<file path="src/rtl/fetch_unit_pkg.sv">
// Shared types and constants for the Cessie instruction fetch front end.
package fetch_unit_pkg;

    typedef logic [31:0] bus_type;

    localparam int      INSTR_BYTES      = 4;
    localparam bus_type DEFAULT_RESET_PC = 32'h0000_0000;

    typedef struct packed {
        bus_type pc;
        bus_type word;
    } instr_entry_t;

endpackage

</file>
<file path="src/rtl/fetch_queue.sv">
// Small synchronous FIFO with flush; head is read straight from storage.
module fetch_queue #(
    parameter  int WIDTH = 32,
    parameter  int DEPTH = 2,
    localparam int PTR_W = (DEPTH > 1) ? $clog2(DEPTH) : 1,
    localparam int CNT_W = $clog2(DEPTH + 1)
) (
    input  logic             clk,
    input  logic             rst_n,
    input  logic             push,
    input  logic [WIDTH-1:0] push_data,
    input  logic             pop,
    input  logic             flush,
    output logic [CNT_W-1:0] count,
    output logic [WIDTH-1:0] head
);

    logic [WIDTH-1:0] mem_q [DEPTH];
    logic [WIDTH-1:0] mem_d [DEPTH];
    logic [PTR_W-1:0] rd_ptr_q, rd_ptr_d;
    logic [PTR_W-1:0] wr_ptr_q, wr_ptr_d;
    logic [CNT_W-1:0] count_q, count_d;
    logic             full;
    logic             do_push;
    logic             do_pop;

    function automatic logic [PTR_W-1:0] next_ptr(input logic [PTR_W-1:0] p);
        return (32'(p) == DEPTH - 1) ? '0 : p + PTR_W'(1);
    endfunction

    assign full    = (32'(count_q) == DEPTH);
    assign do_pop  = pop && (count_q != '0) && !flush;
    // A full queue only takes a push when the head leaves in the same cycle.
    assign do_push = push && !flush && (!full || do_pop);

    always_comb begin
        mem_d    = mem_q;
        rd_ptr_d = rd_ptr_q;
        wr_ptr_d = wr_ptr_q;
        count_d  = count_q;
        if (flush) begin
            rd_ptr_d = '0;
            wr_ptr_d = '0;
            count_d  = '0;
        end else begin
            if (do_push) begin
                mem_d[wr_ptr_q] = push_data;
                wr_ptr_d        = next_ptr(wr_ptr_q);
            end
            if (do_pop) begin
                rd_ptr_d = next_ptr(rd_ptr_q);
            end
            if (do_push && !do_pop) begin
                count_d = count_q + CNT_W'(1);
            end else if (!do_push && do_pop) begin
                count_d = count_q - CNT_W'(1);
            end
        end
    end

    always_ff @(posedge clk or negedge rst_n) begin
        if (!rst_n) begin
            mem_q    <= '{default: '0};
            rd_ptr_q <= '0;
            wr_ptr_q <= '0;
            count_q  <= '0;
        end else begin
            mem_q    <= mem_d;
            rd_ptr_q <= rd_ptr_d;
            wr_ptr_q <= wr_ptr_d;
            count_q  <= count_d;
        end
    end

    assign count = count_q;
    assign head  = mem_q[rd_ptr_q];

    overflow_chk: assert property (@(posedge clk) disable iff (!rst_n)
        !(push && !flush && full && !do_pop));

endmodule

</file>
<file path="src/rtl/fetch_unit.sv">
// Instruction fetch front end: PC, credit-limited imem requests, response
// queue towards decode, and redirect flush with in-flight response dropping.
module fetch_unit
    import fetch_unit_pkg::*;
#(
    parameter bus_type RESET_PC        = DEFAULT_RESET_PC,
    parameter int      QUEUE_DEPTH     = 2,
    parameter int      MAX_OUTSTANDING = 2
) (
    input  logic    clk,
    input  logic    rst_n,
    output logic    imem_req_valid,
    input  logic    imem_req_ready,
    output bus_type imem_req_addr,
    input  logic    imem_rsp_valid,
    input  bus_type imem_rsp_data,
    input  logic    redirect_valid,
    input  bus_type redirect_pc,
    output logic    instr_valid,
    input  logic    instr_ready,
    output bus_type instr,
    output bus_type instr_pc
);

    localparam int OUT_W  = $clog2(MAX_OUTSTANDING + 1);
    localparam int QCNT_W = $clog2(QUEUE_DEPTH + 1);

    bus_type          fetch_pc_q, fetch_pc_d;
    logic [OUT_W-1:0] outstanding_q, outstanding_d;
    logic [OUT_W-1:0] drop_q, drop_d;

    logic [QCNT_W-1:0] q_count;
    logic [OUT_W-1:0]  tag_count;
    bus_type           tag_pc;
    instr_entry_t      q_head;
    instr_entry_t      q_push_data;
    logic              q_push;
    logic              q_pop;
    logic              req_fire;
    logic [31:0]       credit;

    // Responses still to be dropped will never occupy the queue, so they
    // do not consume credit. Valid is held low while reset is asserted.
    assign credit         = 32'(outstanding_q) - 32'(drop_q) + 32'(q_count);
    assign imem_req_valid = rst_n && (credit < 32'(QUEUE_DEPTH))
                            && (32'(outstanding_q) < 32'(MAX_OUTSTANDING));
    assign imem_req_addr  = fetch_pc_q;
    assign req_fire       = imem_req_valid && imem_req_ready;

    assign q_push      = imem_rsp_valid && (drop_q == '0) && !redirect_valid;
    assign q_pop       = instr_valid && instr_ready && !redirect_valid;
    assign q_push_data = '{pc: tag_pc, word: imem_rsp_data};

    always_comb begin
        outstanding_d = outstanding_q;
        if (req_fire && !imem_rsp_valid) begin
            outstanding_d = outstanding_q + OUT_W'(1);
        end else if (!req_fire && imem_rsp_valid) begin
            outstanding_d = outstanding_q - OUT_W'(1);
        end

        drop_d = drop_q;
        if (imem_rsp_valid && (drop_q != '0)) begin
            drop_d = drop_q - OUT_W'(1);
        end

        fetch_pc_d = fetch_pc_q;
        if (req_fire) begin
            fetch_pc_d = fetch_pc_q + 32'(INSTR_BYTES);
        end

        // Everything in flight after this edge, including a request accepted
        // in the redirect cycle, belongs to the abandoned path.
        if (redirect_valid) begin
            fetch_pc_d = {redirect_pc[31:2], 2'b00};
            drop_d     = outstanding_d;
        end
    end

    always_ff @(posedge clk or negedge rst_n) begin
        if (!rst_n) begin
            fetch_pc_q    <= RESET_PC;
            outstanding_q <= '0;
            drop_q        <= '0;
        end else begin
            fetch_pc_q    <= fetch_pc_d;
            outstanding_q <= outstanding_d;
            drop_q        <= drop_d;
        end
    end

    fetch_queue #(
        .WIDTH ($bits(instr_entry_t)),
        .DEPTH (QUEUE_DEPTH)
    ) u_instr_queue (
        .clk       (clk),
        .rst_n     (rst_n),
        .push      (q_push),
        .push_data (q_push_data),
        .pop       (q_pop),
        .flush     (redirect_valid),
        .count     (q_count),
        .head      (q_head)
    );

    fetch_queue #(
        .WIDTH (32),
        .DEPTH (MAX_OUTSTANDING)
    ) u_tag_fifo (
        .clk       (clk),
        .rst_n     (rst_n),
        .push      (req_fire),
        .push_data (fetch_pc_q),
        .pop       (imem_rsp_valid),
        .flush     (1'b0),
        .count     (tag_count),
        .head      (tag_pc)
    );

    assign instr_valid = (q_count != '0);
    assign instr       = q_head.word;
    assign instr_pc    = q_head.pc;

    tag_sync_chk: assert property (@(posedge clk) disable iff (!rst_n)
        32'(tag_count) == 32'(outstanding_q));

endmodule

</file>
<file path="config.mk">
export PLATFORM = sky130hd
export DESIGN_NAME = fetch_unit
export DESIGN_NICKNAME = d
export VERILOG_FILES = /design/src/rtl/fetch_unit_pkg.sv /design/src/rtl/fetch_queue.sv /design/src/rtl/fetch_unit.sv
export SDC_FILE = /design/constraint.sdc
export NUM_CORES = 1
export LEC_CHECK = 0
export ABC_AREA = 1
export ABC_CLOCK_PERIOD_IN_PS = 9300
export CORE_ASPECT_RATIO = 1.75
export CORE_MARGIN = 10
export CORE_UTILIZATION = 35
export CTS_BUF_LIST = sky130_fd_sc_hd__clkbuf_4
export DETAILED_ROUTE_END_ITERATION = 12
export HOLD_SLACK_MARGIN = 0.12
export SYNTH_ARGS = -nofsm -noshare
export SYNTH_HDL_FRONTEND = slang
export SYNTH_HIERARCHICAL = 1
export SYNTH_SLANG_ARGS = --single-unit
</file>
<file path="constraint.sdc">
create_clock -name clk -period 9.3 [get_ports clk]
set_input_delay 1.395 -clock clk [delete_from_list [all_inputs] [get_ports clk]]
set_output_delay 1.395 -clock clk [all_outputs]
set_load 0.01 [all_outputs]
</file>
== Word-level counts from Yosys, hierarchy flattened ==
Cells that the tools add are included.
Cells by class
  add/sub/neg operators: 14
  magnitude comparators: 8
  equal/unequal tests: 2
  multiplexer cells: 31
  bitwise logic cells: 5
  reductions and logical operators: 44
Operator list (count)
  64-bit 2-to-1 mux: 4
  32-bit 2-to-1 mux: 6
  128-bit bitwise mux: 1
  64-bit bitwise mux: 1
  64-bit demux with 1-bit select: 1
  32-bit by 3-bit adder with 32-bit output, second input constant: 1
  32-bit demux with 1-bit select: 1
  32-bit by 2-bit < comparator with 1-bit output, second input constant: 1
  1-bit logical AND: 22
  2-bit 2-to-1 mux: 9
  2-bit nonzero test: 8
  1-bit logical NOT: 9
  2-bit >= comparator, second input constant: 4
  1-bit 2-to-1 mux: 8
  1-bit inverter with 2-bit output: 4
  2-bit by 1-bit subtractor with 2-bit output, second input constant: 4
  2-bit by 1-bit adder with 2-bit output, second input constant: 3
  1-bit adder, second input constant: 4
  3-bit by 3-bit adder with 4-bit output: 1
  2-bit == test, second input constant: 2
  2-bit by 1-bit < comparator with 1-bit output, second input constant: 2
  3-bit nonzero test: 1
  2-bit by 2-bit subtractor with 3-bit output: 1
  2-bit logical NOT: 1
  4 further kinds: 5
Storage, ports and cells
  register bits: 236
  output and inout bits: 98
  word-level logic and storage cells: 117

== Longest topological paths before layout ==
Gate-level depths: netlist of run 1.
  depth after elaboration: 12
  depth in mapped cells: 20
  gate-level depth less buffers: 18

== Hierarchy ==
The synthesis of run 1 kept the hierarchy.
By module, submodules not included
  fetch_queue at u_instr_queue: instances 1, cells an instance 718, area an instance 5859.4 sq um, sequential area each 3303.2 sq um
  fetch_queue at u_tag_fifo: instances 1, cells an instance 376, area an instance 3158.0 sq um, sequential area each 1701.6 sq um
  fetch_unit: instances 1, cells an instance 389, area an instance 2605.0 sq um, sequential area each 850.8 sq um

== Worst setup path after synthesis of run 1 ==
OpenSTA, ideal clock, no wires.
  path kind: register -> output
  start: register outstanding_q[0]
  end: output port imem_req_valid
  arrival time: 2.042 ns
  slack: 5.863 ns
  stages on the path, launching flop included: 11
  buffers on the path: 0
  path through: dfrtp_1 inv_1 ha_1 fa_1 inv_1 fa_1 nor2_1 nand2_1 nor2_2 nand2_1 inv_1
On the way
  cells in the longest elaborated chain, start to end: 5
  elaborated cells on any way between the ends: 6
  those cells by class: 2 x add/sub; 2 x order compare; 2 x reduce/logical
Ends and longest elaborated chain
  from (decl): line fetch_unit.sv:29  | logic [OUT_W-1:0] outstanding_q, outstanding_d;
  from (signal assigned): line fetch_unit.sv:87  | outstanding_q <= outstanding_d;
  2-bit by 2-bit subtractor with 3-bit output: line fetch_unit.sv:44  | assign credit = 32'(outstanding_q) - 32'(drop_q) + 32'(q_count);
  3-bit by 3-bit adder with 4-bit output: line fetch_unit.sv:44
  32-bit by 2-bit < comparator with 1-bit output: line fetch_unit.sv:45  | assign imem_req_valid = rst_n && (credit < 32'(QUEUE_DEPTH))
  1-bit logical AND: line fetch_unit.sv:45
  1-bit logical AND *: line fetch_unit.sv:46  | && (32'(outstanding_q) < 32'(MAX_OUTSTANDING));
  to (decl): line fetch_unit.sv:12  | output logic imem_req_valid,
Every way passes the cells marked *; elsewhere a longest branch is shown, timed or not.

== Final worst setup path of run 1 ==
Same ends and word-level chain as after synthesis.

==> results of run 1 <==
## metal layers
layer	part of all wire, %	vias to the layer above	routed length, um	track usage [%]
met3	6.2	49	1900	3.50
met1	41	4488	12500	17.0
met4	2.4	0	743	5.50
li1	-	4932	-	-
met5	0	-	0	0
met2	50	260	15300	26.2
## worst paths after layout
check,end,slack [ns]
max,imem_req_valid,4.52
min,u_tag_fifo/mem_q[53]$_DFFE_PN0P_,0.48
max reg2reg,u_tag_fifo/mem_q[52]$_DFFE_PN0P_,5.68
min reg2reg,u_tag_fifo/mem_q[53]$_DFFE_PN0P_,0.48
max in group asynchronous,u_tag_fifo/count[0]$_DFFE_PN0P_,6.71
min in group asynchronous,u_instr_queue/mem_q[33]$_DFFE_PN0P_,0.59
## through the flow
stage	std cells	cell area, um^2	hold WS, ns
6_report	2075	13900	0.483
5_1_grt	2075	13900	0.505
4_1_cts	2074	13900	0.485
3_5_place_dp	1990	13300	0.469
3_3_place_gp	1990	13300	0.465
2_1_floorplan	1487	11600	0.453
## synth_stat cells, types with 2 or more instances
| master | n | area (um^2) |
|---|---|---|
| nand2_1 | 657 | 2470 |
| dfrtp_1 | 234 | 5860 |
| inv_1 | 135 | 507 |
| o21ai_1 | 91 | 455 |
| o21ai_0 | 88 | 440 |
| nand3_1 | 42 | 210 |
| nor2_1 | 42 | 158 |
| o21ai_2 | 27 | 236 |
| buf_6 | 26 | 293 |
| clkbuf_1 | 22 | 82.6 |
| buf_4 | 16 | 120 |
| nand2_2 | 12 | 75.1 |
| xor2_1 | 12 | 105 |
| inv_2 | 9 | 33.8 |
| o211ai_1 | 8 | 60.1 |
| nand4_1 | 7 | 43.8 |
| nand3b_1 | 6 | 45.0 |
| buf_2 | 5 | 25.0 |
| xnor2_1 | 5 | 43.8 |
| ha_1 | 4 | 50.1 |
| nand2_4 | 4 | 45.0 |
| nand3_2 | 4 | 40.0 |
| nor2_2 | 4 | 25.0 |
| nor3_2 | 3 | 30.0 |
| buf_1 | 2 | 7.51 |
| clkbuf_2 | 2 | 10.0 |
| fa_1 | 2 | 40.0 |
| nor3_1 | 2 | 10.0 |
| or2_1 | 2 | 12.5 |
| or2_2 | 2 | 12.5 |
## power groups by stage
stage / clock [mW] / combinational, mW / sequential, mW
2_1_floorplan: 0 / 0.740 / 1.46
5_1_grt: 0.848 / 1.34 / 1.52
6_report: 0.760 / 1.17 / 1.48
4_1_cts: 0.804 / 1.20 / 1.48
3_5_place_dp: 0 / 1.19 / 1.50
3_3_place_gp: 0 / 1.17 / 1.49
## final cells by class
type / count / share of cell area [%]
flip-flops and latches: 234 / 42.1
multi-input cells: 1034 / 33.7
repair buffers: 172 / 12.3
clock buffers: 77 / 4.16
inverters: 145 / 3.91
well taps: 405 / 3.64
clock inverters: 7 / 0.189
diodes: 1 / 0.0180
## worst register-to-register path, stage by stage, from the launching register on
cell and delay [ns]:
dfrtp_1 0.39, inv_1 0.08, ha_1 0.21, fa_1 0.48, inv_1 0.07, fa_1 0.45, nor2_1 0.11, nand2_1 0.07
nor2_2 0.20, nand3_4 0.18, inv_1 0.11, nand2_1 0.07, inv_1 0.10, nand2_2 0.08, inv_2 0.09, nand2_4 0.44
nand2_1 0.31, o21ai_2 0.07
## flip-flops by register name (all words and copies together), names as in the netlist, 2 cells and up
register             flops
outstanding_q            2
drop_q                   2
u_instr_queue/count      2
u_tag_fifo/mem_q        64
u_instr_queue/mem_q    128
imem_req_addr           30
u_tag_fifo/count         2
## cells by family after synthesis
family / synth area share, %
buffers and inverters: 9.44
flip-flops: 50.4
adder cells (fa/ha/maj): 0.775
AO/OA/AOI/OAI: 10.3
other: 0.0323
XOR/XNOR: 1.28
AND/OR/NAND/NOR: 27.8
## cells in the final DEF, fill, tap and decap left out, types with 2 or more instances in the layout
cell               n
clkinv_1           8
nand3b_1           6
or2_1              2
nand2_1          657
o211ai_1           8
nand3_2            4
xnor2_1            5
o21ai_1           91
dfrtp_1          233
nand2_2           12
nand4_1            7
nor3_2             3
xor2_1            12
or2_2              2
clkdlybuf4s50_1  162
clkbuf_4          77
inv_1            134
o21ai_2           27
nor3_1             2
buf_4              9
inv_2             10
nand2_4            4
ha_1               4
nor2_1            42
nand3_1           42
fa_1               2
o21ai_0           88
nor2_2             4
conb_1             5
==> report_table.html, run 1 <==
<table>
<tr><th>Metric</th><th>Value</th></tr>
<tr><th colspan="2">Setup path</th></tr>
<tr><td>Critical path startpoint</td><td>outstanding_q[0]$_DFF_PN0_</td></tr>
<tr><td>Number of logic stages on the critical path including buffering</td><td>11</td></tr>
<tr><td>Worst path buffer plus inverter count</td><td>4</td></tr>
<tr><td>Peak per-stage delay on the critical path</td><td>0.53 ns</td></tr>
<tr><td>Crit-path max FO</td><td>3</td></tr>
<tr><td>Required time at the worst-slack endpoint</td><td>~7.9 ns</td></tr>
<tr><td>CP endpoint kind</td><td>primary output</td></tr>
<tr><td>Critical Path Source Type</td><td>register</td></tr>
<tr><td>Kind of cell adding the most delay to the critical path</td><td>adder cells</td></tr>
<tr><td>Classification of the worst setup path</td><td>reg2out</td></tr>
<tr><td>Depth of the worst register-to-register path</td><td>17</td></tr>
<tr><td>Critical path's slowest cell</td><td>clkdlybuf4s50_1</td></tr>
<tr><td>Critical Path Most Common Cell</td><td>inv_1</td></tr>
<tr><td>Cell Chain, Critical Path</td><td>inv_1, ha_1, fa_1, inv_1, fa_1, nor2_1, nand2_1, nor2_2, nand2_1, inv_1, clkdlybuf4s50_1</td></tr>
<tr><td>CP arrival</td><td>about 3.4 ns</td></tr>
<tr><td>Crit Reg-Reg Startpoint</td><td>outstanding_q[0]$_DFF_PN0_</td></tr>
<tr><th colspan="2">STA</th></tr>
<tr><td>Final worst setup slack</td><td>around 4.5 ns</td></tr>
<tr><td>Hold Fails Final Rpt</td><td>0</td></tr>
<tr><td>Worst-case clock skew</td><td>roughly 0.040 ns</td></tr>
<tr><td>Timing-limited maximum frequency</td><td>209 MHz</td></tr>
<tr><td>Slew at the pin closest to its max-slew limit</td><td>around 1.1 ns</td></tr>
<tr><td>Final setup TNS</td><td>0 ns</td></tr>
<tr><td>Setup-failing EPs final</td><td>0</td></tr>
<tr><td>Number of max-slew violations in the final report</td><td>0</td></tr>
<tr><td>Worst max-slew margin expressed relative to the limit</td><td>23.5%</td></tr>
<tr><td>Period utilization</td><td>roughly half</td></tr>
<tr><td>Unrepaired setup endpoints after global routing</td><td>false</td></tr>
<tr><td>Tmin final</td><td>4.78 ns</td></tr>
<tr><th colspan="2">Power</th></tr>
<tr><td>Areal power density over the cells</td><td>245 nW/um^2</td></tr>
<tr><td>Net Sw Frac</td><td>between 30% and 40%</td></tr>
<tr><td>Cell-internal power</td><td>around 2.2 mW</td></tr>
<tr><td>Gate power share</td><td>about a third</td></tr>
<tr><td>Leakage power</td><td>between 6 and 7 nW</td></tr>
<tr><td>Relative contribution of the clock network to total power</td><td>approximately 22%</td></tr>
<tr><td>Sequential Power Share</td><td>43.4%</td></tr>
<tr><td>Power after layout</td><td>3.41 mW</td></tr>
<tr><td>Maximum vdd ir drop</td><td>0.0943 mV</td></tr>
<tr><td>Net Sw Power</td><td>around 1.2 mW</td></tr>
<tr><th colspan="2">Final layout</th></tr>
<tr><td>Multi-input gate area</td><td>about 4700 um^2</td></tr>
<tr><td>Area Overhead vs Synth</td><td>19.6%</td></tr>
<tr><td>Number of fillers in the final layout</td><td>about 3400</td></tr>
<tr><td>Ratio of cells with drive above 1 in the final layout</td><td>9.41%</td></tr>
<tr><td>Utilization after layout</td><td>approximately 42%</td></tr>
<tr><td>Number of nets in the layout</td><td>around 1700</td></tr>
<tr><td>Register area</td><td>slightly below 6000 um^2</td></tr>
<tr><th colspan="2">Min path</th></tr>
<tr><td>Depth of the worst hold-timing path</td><td>2</td></tr>
<tr><td>Worst Hold Class</td><td>reg2reg</td></tr>
<tr><td>Worst Hold Launch</td><td>u_tag_fifo/mem_q[53]$_DFFE_PN0P_</td></tr>
<tr><th colspan="2">Clocking</th></tr>
<tr><td>Post-cts gate resize count</td><td>0</td></tr>
<tr><td>Skew-Pair Late Insertion Delay</td><td>approximately 0.7 ns</td></tr>
<tr><td>Clock transition at the registers of the reported paths</td><td>0.07 ns</td></tr>
<tr><td>Number of hold buffers added after CTS</td><td>0</td></tr>
<tr><td>Clock tree sinks</td><td>234</td></tr>
<tr><td>CTS Buf Count</td><td>56</td></tr>
<tr><td>Clock root buffer master</td><td>clkbuf_4</td></tr>
<tr><td>Largest buffer count on any clock path</td><td>3</td></tr>
<tr><td>Setup repair bufs after CTS</td><td>0</td></tr>
<tr><td>H-tree levels</td><td>2</td></tr>
<tr><td>CTS tree</td><td>built</td></tr>
<tr><th colspan="2">Logic synthesis</th></tr>
<tr><td>Share of synthesized area occupied by flip-flops and latches</td><td>50.4%</td></tr>
<tr><td>Mapped Avg Cell Area</td><td>between 7 and 8 um^2</td></tr>
<tr><td>Number of enable flip-flop cells after synthesis</td><td>0</td></tr>
<tr><td>Ys Warns</td><td>6</td></tr>
<tr><td>Dominant synthesized flop cell</td><td>dfrtp_1</td></tr>
<tr><td>Total standard cell area after synthesis</td><td>~12000 um^2</td></tr>
<tr><td>Cell variety after synth</td><td>38</td></tr>
<tr><td>Share of flip-flops with an asynchronous set or reset after synthesis</td><td>100%</td></tr>
<tr><td>Gate count after technology mapping</td><td>approximately 1500</td></tr>
<tr><td>Yosys reg bits</td><td>234</td></tr>
<tr><th colspan="2">Run</th></tr>
<tr><td>Number of max-cap violations</td><td>0</td></tr>
<tr><th colspan="2">Die</th></tr>
<tr><td>Vert. Die Dim</td><td>about 260 um</td></tr>
<tr><td>Die Area</td><td>approximately 41000 um^2</td></tr>
<tr><td>Initial core utilization</td><td>35.3%</td></tr>
<tr><td>I/O pin count</td><td>~170</td></tr>
<tr><td>Core region area</td><td>32900 um^2</td></tr>
<tr><td>Floorplan die width</td><td>between 150 and 200 um</td></tr>
<tr><td>Number of placement rows</td><td>88</td></tr>
<tr><th colspan="2">Global routing</th></tr>
<tr><td>Vias in the first global route</td><td>9821</td></tr>
<tr><td>Total global routing overflow</td><td>0</td></tr>
<tr><td>Antenna violations before repair</td><td>1</td></tr>
<tr><td>Wire length of the first global-routing pass</td><td>49800 um</td></tr>
<tr><td>Maximum number of pins on one net before global-route repair</td><td>93</td></tr>
<tr><td>Total track usage</td><td>14.8%</td></tr>
<tr><th colspan="2">Place</th></tr>
<tr><td>Last weighted congestion value of the routability-driven placer</td><td>between 0.8 and 0.9</td></tr>
<tr><td>Count of input and output buffers</td><td>163</td></tr>
<tr><td>Worst slack after detailed placement</td><td>4.67 ns</td></tr>
<tr><td>Estimated wirelength of the detail-placed design</td><td>20400 um</td></tr>
<tr><th colspan="2">Detailed routing</th></tr>
<tr><td>Number of nets with antenna violations after detailed routing</td><td>0</td></tr>
<tr><td>Average vias per placed instance</td><td>between 4 and 5</td></tr>
<tr><td>Post-detailed-route DRC marker count</td><td>0</td></tr>
<tr><td>1st-iter DRT viols</td><td>between 400 and 500</td></tr>
<tr><td>Routed wire length</td><td>~31000 um</td></tr>
<tr><td>Routed length per placed instance</td><td>about 15 um</td></tr>
<tr><td>First-pass detailed-route iteration total</td><td>5</td></tr>
<tr><td>Via count</td><td>9729</td></tr>
<tr><th colspan="2">Outcome</th></tr>
<tr><td>Run status</td><td>complete, no violations</td></tr>
</table>
Power figures use the tool's default switching activity.
==> run 2: changes to the inputs <==
Settings changed: ABC_CLOCK_PERIOD_IN_PS 9300 to 3900.
Clock period 9.3 ns to 3.9 ns, I/O delays scaled along.
==> report_table.html, run 2 (same netlist as run 1, synthesis figures left out) <==
<table>
<tr><th>Metric</th><th>Value</th></tr>
<tr><th colspan="2">Global routing</th></tr>
<tr><td>Total global routing overflow</td><td>0 (unchanged)</td></tr>
<tr><td>Wire length of the first global-routing pass</td><td>49200 um (-1.2%)</td></tr>
<tr><td>Vias in the first global route</td><td>9712 (-1.1%)</td></tr>
<tr><td>Maximum number of pins on one net before global-route repair</td><td>77 (-17%)</td></tr>
<tr><td>Antenna violations before repair</td><td>1 (unchanged)</td></tr>
<tr><td>Total track usage</td><td>14.6% (-0.22 points)</td></tr>
<tr><th colspan="2">Setup path</th></tr>
<tr><td>Required time at the worst-slack endpoint</td><td>3.31 ns (-4.60 ns)</td></tr>
<tr><td>Crit-path max FO</td><td>3 (unchanged)</td></tr>
<tr><td>Critical Path Source Type</td><td>register</td></tr>
<tr><td>CP arrival</td><td>3.00 ns (-0.38 ns)</td></tr>
<tr><td>Classification of the worst setup path</td><td>reg2out</td></tr>
<tr><td>CP endpoint kind</td><td>primary output</td></tr>
<tr><th colspan="2">Die</th></tr>
<tr><td>Core region area</td><td>32900 um^2 (unchanged)</td></tr>
<tr><td>Vert. Die Dim</td><td>261 um (unchanged)</td></tr>
<tr><td>Die Area</td><td>41200 um^2 (unchanged)</td></tr>
<tr><td>Floorplan die width</td><td>158 um (unchanged)</td></tr>
<tr><td>Number of placement rows</td><td>88 (unchanged)</td></tr>
<tr><td>Initial core utilization</td><td>35.3% (unchanged)</td></tr>
<tr><td>I/O pin count</td><td>168 (unchanged)</td></tr>
<tr><th colspan="2">Final layout</th></tr>
<tr><td>Most frequent standard cell in the layout excluding fill and tap cells</td><td>nand2_1</td></tr>
<tr><td>Max reg flops</td><td>128 (unchanged)</td></tr>
<tr><td>Number of nets in the layout</td><td>1726 (+0.41%)</td></tr>
<tr><td>Area Overhead vs Synth</td><td>21.7%</td></tr>
<tr><td>Utilization after layout</td><td>43.0% (+0.73 points)</td></tr>
<tr><td>Register ranked first by flip-flop count</td><td>u_instr_queue/mem_q</td></tr>
<tr><td>Final instance count without filler cells</td><td>2101 (+1.3%)</td></tr>
<tr><td>Commonest cells after routing, fill and taps aside</td><td>657 x nand2_1, 233 x dfrtp_1, 161 x clkdlybuf4s50_1</td></tr>
<tr><td>Ratio of cells with drive above 1 in the final layout</td><td>10.4% (+1.0 points)</td></tr>
<tr><th colspan="2">STA</th></tr>
<tr><td>Tmin final</td><td>between 3 and 4 ns</td></tr>
<tr><td>Slew at the pin closest to its max-slew limit</td><td>1.09 ns (-0.0488 ns)</td></tr>
<tr><td>Final worst setup slack</td><td>0.311 ns (-4.21 ns)</td></tr>
<tr><td>Unrepaired setup endpoints after global routing</td><td>false</td></tr>
<tr><td>Period utilization</td><td>between 90% and 100%</td></tr>
<tr><td>Worst-case clock skew</td><td>0.0503 ns (+0.0103 ns)</td></tr>
<tr><td>Hold Fails Final Rpt</td><td>0 (unchanged)</td></tr>
<tr><td>Final setup TNS</td><td>0 ns (unchanged)</td></tr>
<tr><td>Number of max-slew violations in the final report</td><td>0 (unchanged)</td></tr>
<tr><td>Setup-failing EPs final</td><td>0 (unchanged)</td></tr>
<tr><td>Worst max-slew margin expressed relative to the limit</td><td>26.7% (+3.3 points)</td></tr>
<tr><td>Worst Hold Slack</td><td>0.435 ns (-0.0485 ns)</td></tr>
<tr><td>Timing-limited maximum frequency</td><td>around 280 MHz</td></tr>
<tr><th colspan="2">Detailed routing</th></tr>
<tr><td>Routed wire length</td><td>30700 um (+0.71%)</td></tr>
<tr><td>Post-detailed-route DRC marker count</td><td>0 (unchanged)</td></tr>
<tr><td>1st-iter DRT viols</td><td>465 (-4.5%)</td></tr>
<tr><td>Number of nets with antenna violations after detailed routing</td><td>0 (unchanged)</td></tr>
<tr><td>First-pass detailed-route iteration total</td><td>5 (unchanged)</td></tr>
<tr><td>Average vias per placed instance</td><td>4.68 (about the same)</td></tr>
<tr><td>Routed length per placed instance</td><td>14.6 um (-0.53%)</td></tr>
<tr><td>Via count</td><td>9843 (+1.2%)</td></tr>
<tr><th colspan="2">Place</th></tr>
<tr><td>Last weighted congestion value of the routability-driven placer</td><td>0.871 (+3.4%)</td></tr>
<tr><td>Worst slack after detailed placement</td><td>0.496 ns (-4.18 ns)</td></tr>
<tr><td>Number of placed instances, taps included</td><td>1996 (+0.30%)</td></tr>
<tr><td>Count of input and output buffers</td><td>163 (unchanged)</td></tr>
<tr><td>Estimated wirelength of the detail-placed design</td><td>21200 um (+3.9%)</td></tr>
<tr><th colspan="2">Power</th></tr>
<tr><td>Leakage power</td><td>7.00 nW (+2.0%)</td></tr>
<tr><td>Maximum vdd ir drop</td><td>0.237 mV (+150%)</td></tr>
<tr><td>Areal power density over the cells</td><td>592 nW/um^2 (+140%)</td></tr>
<tr><th colspan="2">Clocking</th></tr>
<tr><td>H-tree levels</td><td>2 (unchanged)</td></tr>
<tr><td>Skew-Pair Late Insertion Delay</td><td>0.72 ns (+0.03 ns)</td></tr>
<tr><td>Clock tree sinks</td><td>234 (unchanged)</td></tr>
<tr><td>CTS tree</td><td>built</td></tr>
<tr><td>Clock transition at the registers of the reported paths</td><td>0.07 ns (about the same)</td></tr>
<tr><td>CTS Buf Count</td><td>55 (-1.8%)</td></tr>
<tr><td>Clock root buffer master</td><td>clkbuf_4</td></tr>
<tr><td>Largest buffer count on any clock path</td><td>3 (unchanged)</td></tr>
<tr><th colspan="2">Outcome</th></tr>
<tr><td>Run status</td><td>complete, no violations</td></tr>
<tr><th colspan="2">Run</th></tr>
<tr><td>Number of max-cap violations</td><td>0 (unchanged)</td></tr>
<tr><th colspan="2">Min path</th></tr>
<tr><td>Worst Hold Class</td><td>in2reg</td></tr>
</table>
## run 2: final cells by class
type | count | area [um^2]
clock buffer | 83 | 623
timing repair buffer | 180 | 1820
fill | 3367 | 18800
sequential | 234 | 5860
clock inverter | 19 | 104
multi-input combinational | 1034 | 4690
antenna | 1 | 2.50
tap | 405 | 507
inverter | 145 | 544
## run 2: path summary, 6_finish.rpt
check,from,endpoint,slack (ns),depth (start not counted)
worst max register to register,outstanding_q[0]$_DFF_PN0_,u_tag_fifo/mem_q[28]$_DFFE_PN0P_,0.60,17
worst min-delay path,redirect_pc[16],imem_req_addr[16]$_DFFE_PN0P_,0.43,3
max in group asynchronous,rst_n,u_tag_fifo/wr_ptr_q$_DFFE_PN0P_,1.89,4
worst max-delay path,outstanding_q[0]$_DFF_PN0_,imem_req_valid,0.31,11
worst min register to register,u_instr_queue/mem_q[46]$_DFFE_PN0P_,u_instr_queue/mem_q[46]$_DFFE_PN0P_,0.48,2
min in group asynchronous,rst_n,u_instr_queue/mem_q[104]$_DFFE_PN0P_,0.70,3
## run 2: worst max-delay path: stages, from the launching register on
cell and delay, ns:
dfrtp_1 0.36, inv_1 0.06, ha_1 0.20, fa_1 0.47, inv_1 0.07, fa_1 0.45, nor2_1 0.12, nand2_1 0.09
nor2_4 0.13, nand2_1 0.07, inv_1 0.04, dlygate4sd2_1 0.26
## run 2: where the power goes
part / total [mW] / internal [mW] / switching, mW / leakage (nW)
Clock: 2.01 / 1.04 / 0.970 / 0.439
Sequential: 3.53 / 3.05 / 0.478 / 3.10
Combinational: 2.83 / 1.24 / 1.59 / 3.45
## run 2: metrics by stage
stage | total power [mW] | cell area [um^2]
3_3_place_gp | 6.36 | 13400
2_1_floorplan | 5.24 | 11600
4_1_cts | 8.53 | 14100
3_5_place_dp | 6.44 | 13400
6_report | 8.38 | 14100
5_1_grt | 9.04 | 14100
## run 2: per-layer routing
layer  part of all wire (%)  vias up  track usage, %
li1                       -     4964               -
met1                     42     4596            17.1
met2                     51      248            25.7
met3                    5.4       35            3.24
met4                    2.2        0            5.24
met5                      0        -               0
## run 2: timing repair
item / CTS / global route
setup endpoints to repair: 1 / 0
hold endpoints to repair: 111 / 0
hold buffers: 1 / 0
resized for setup: 2 / 0
buffers inserted: 1 / 0
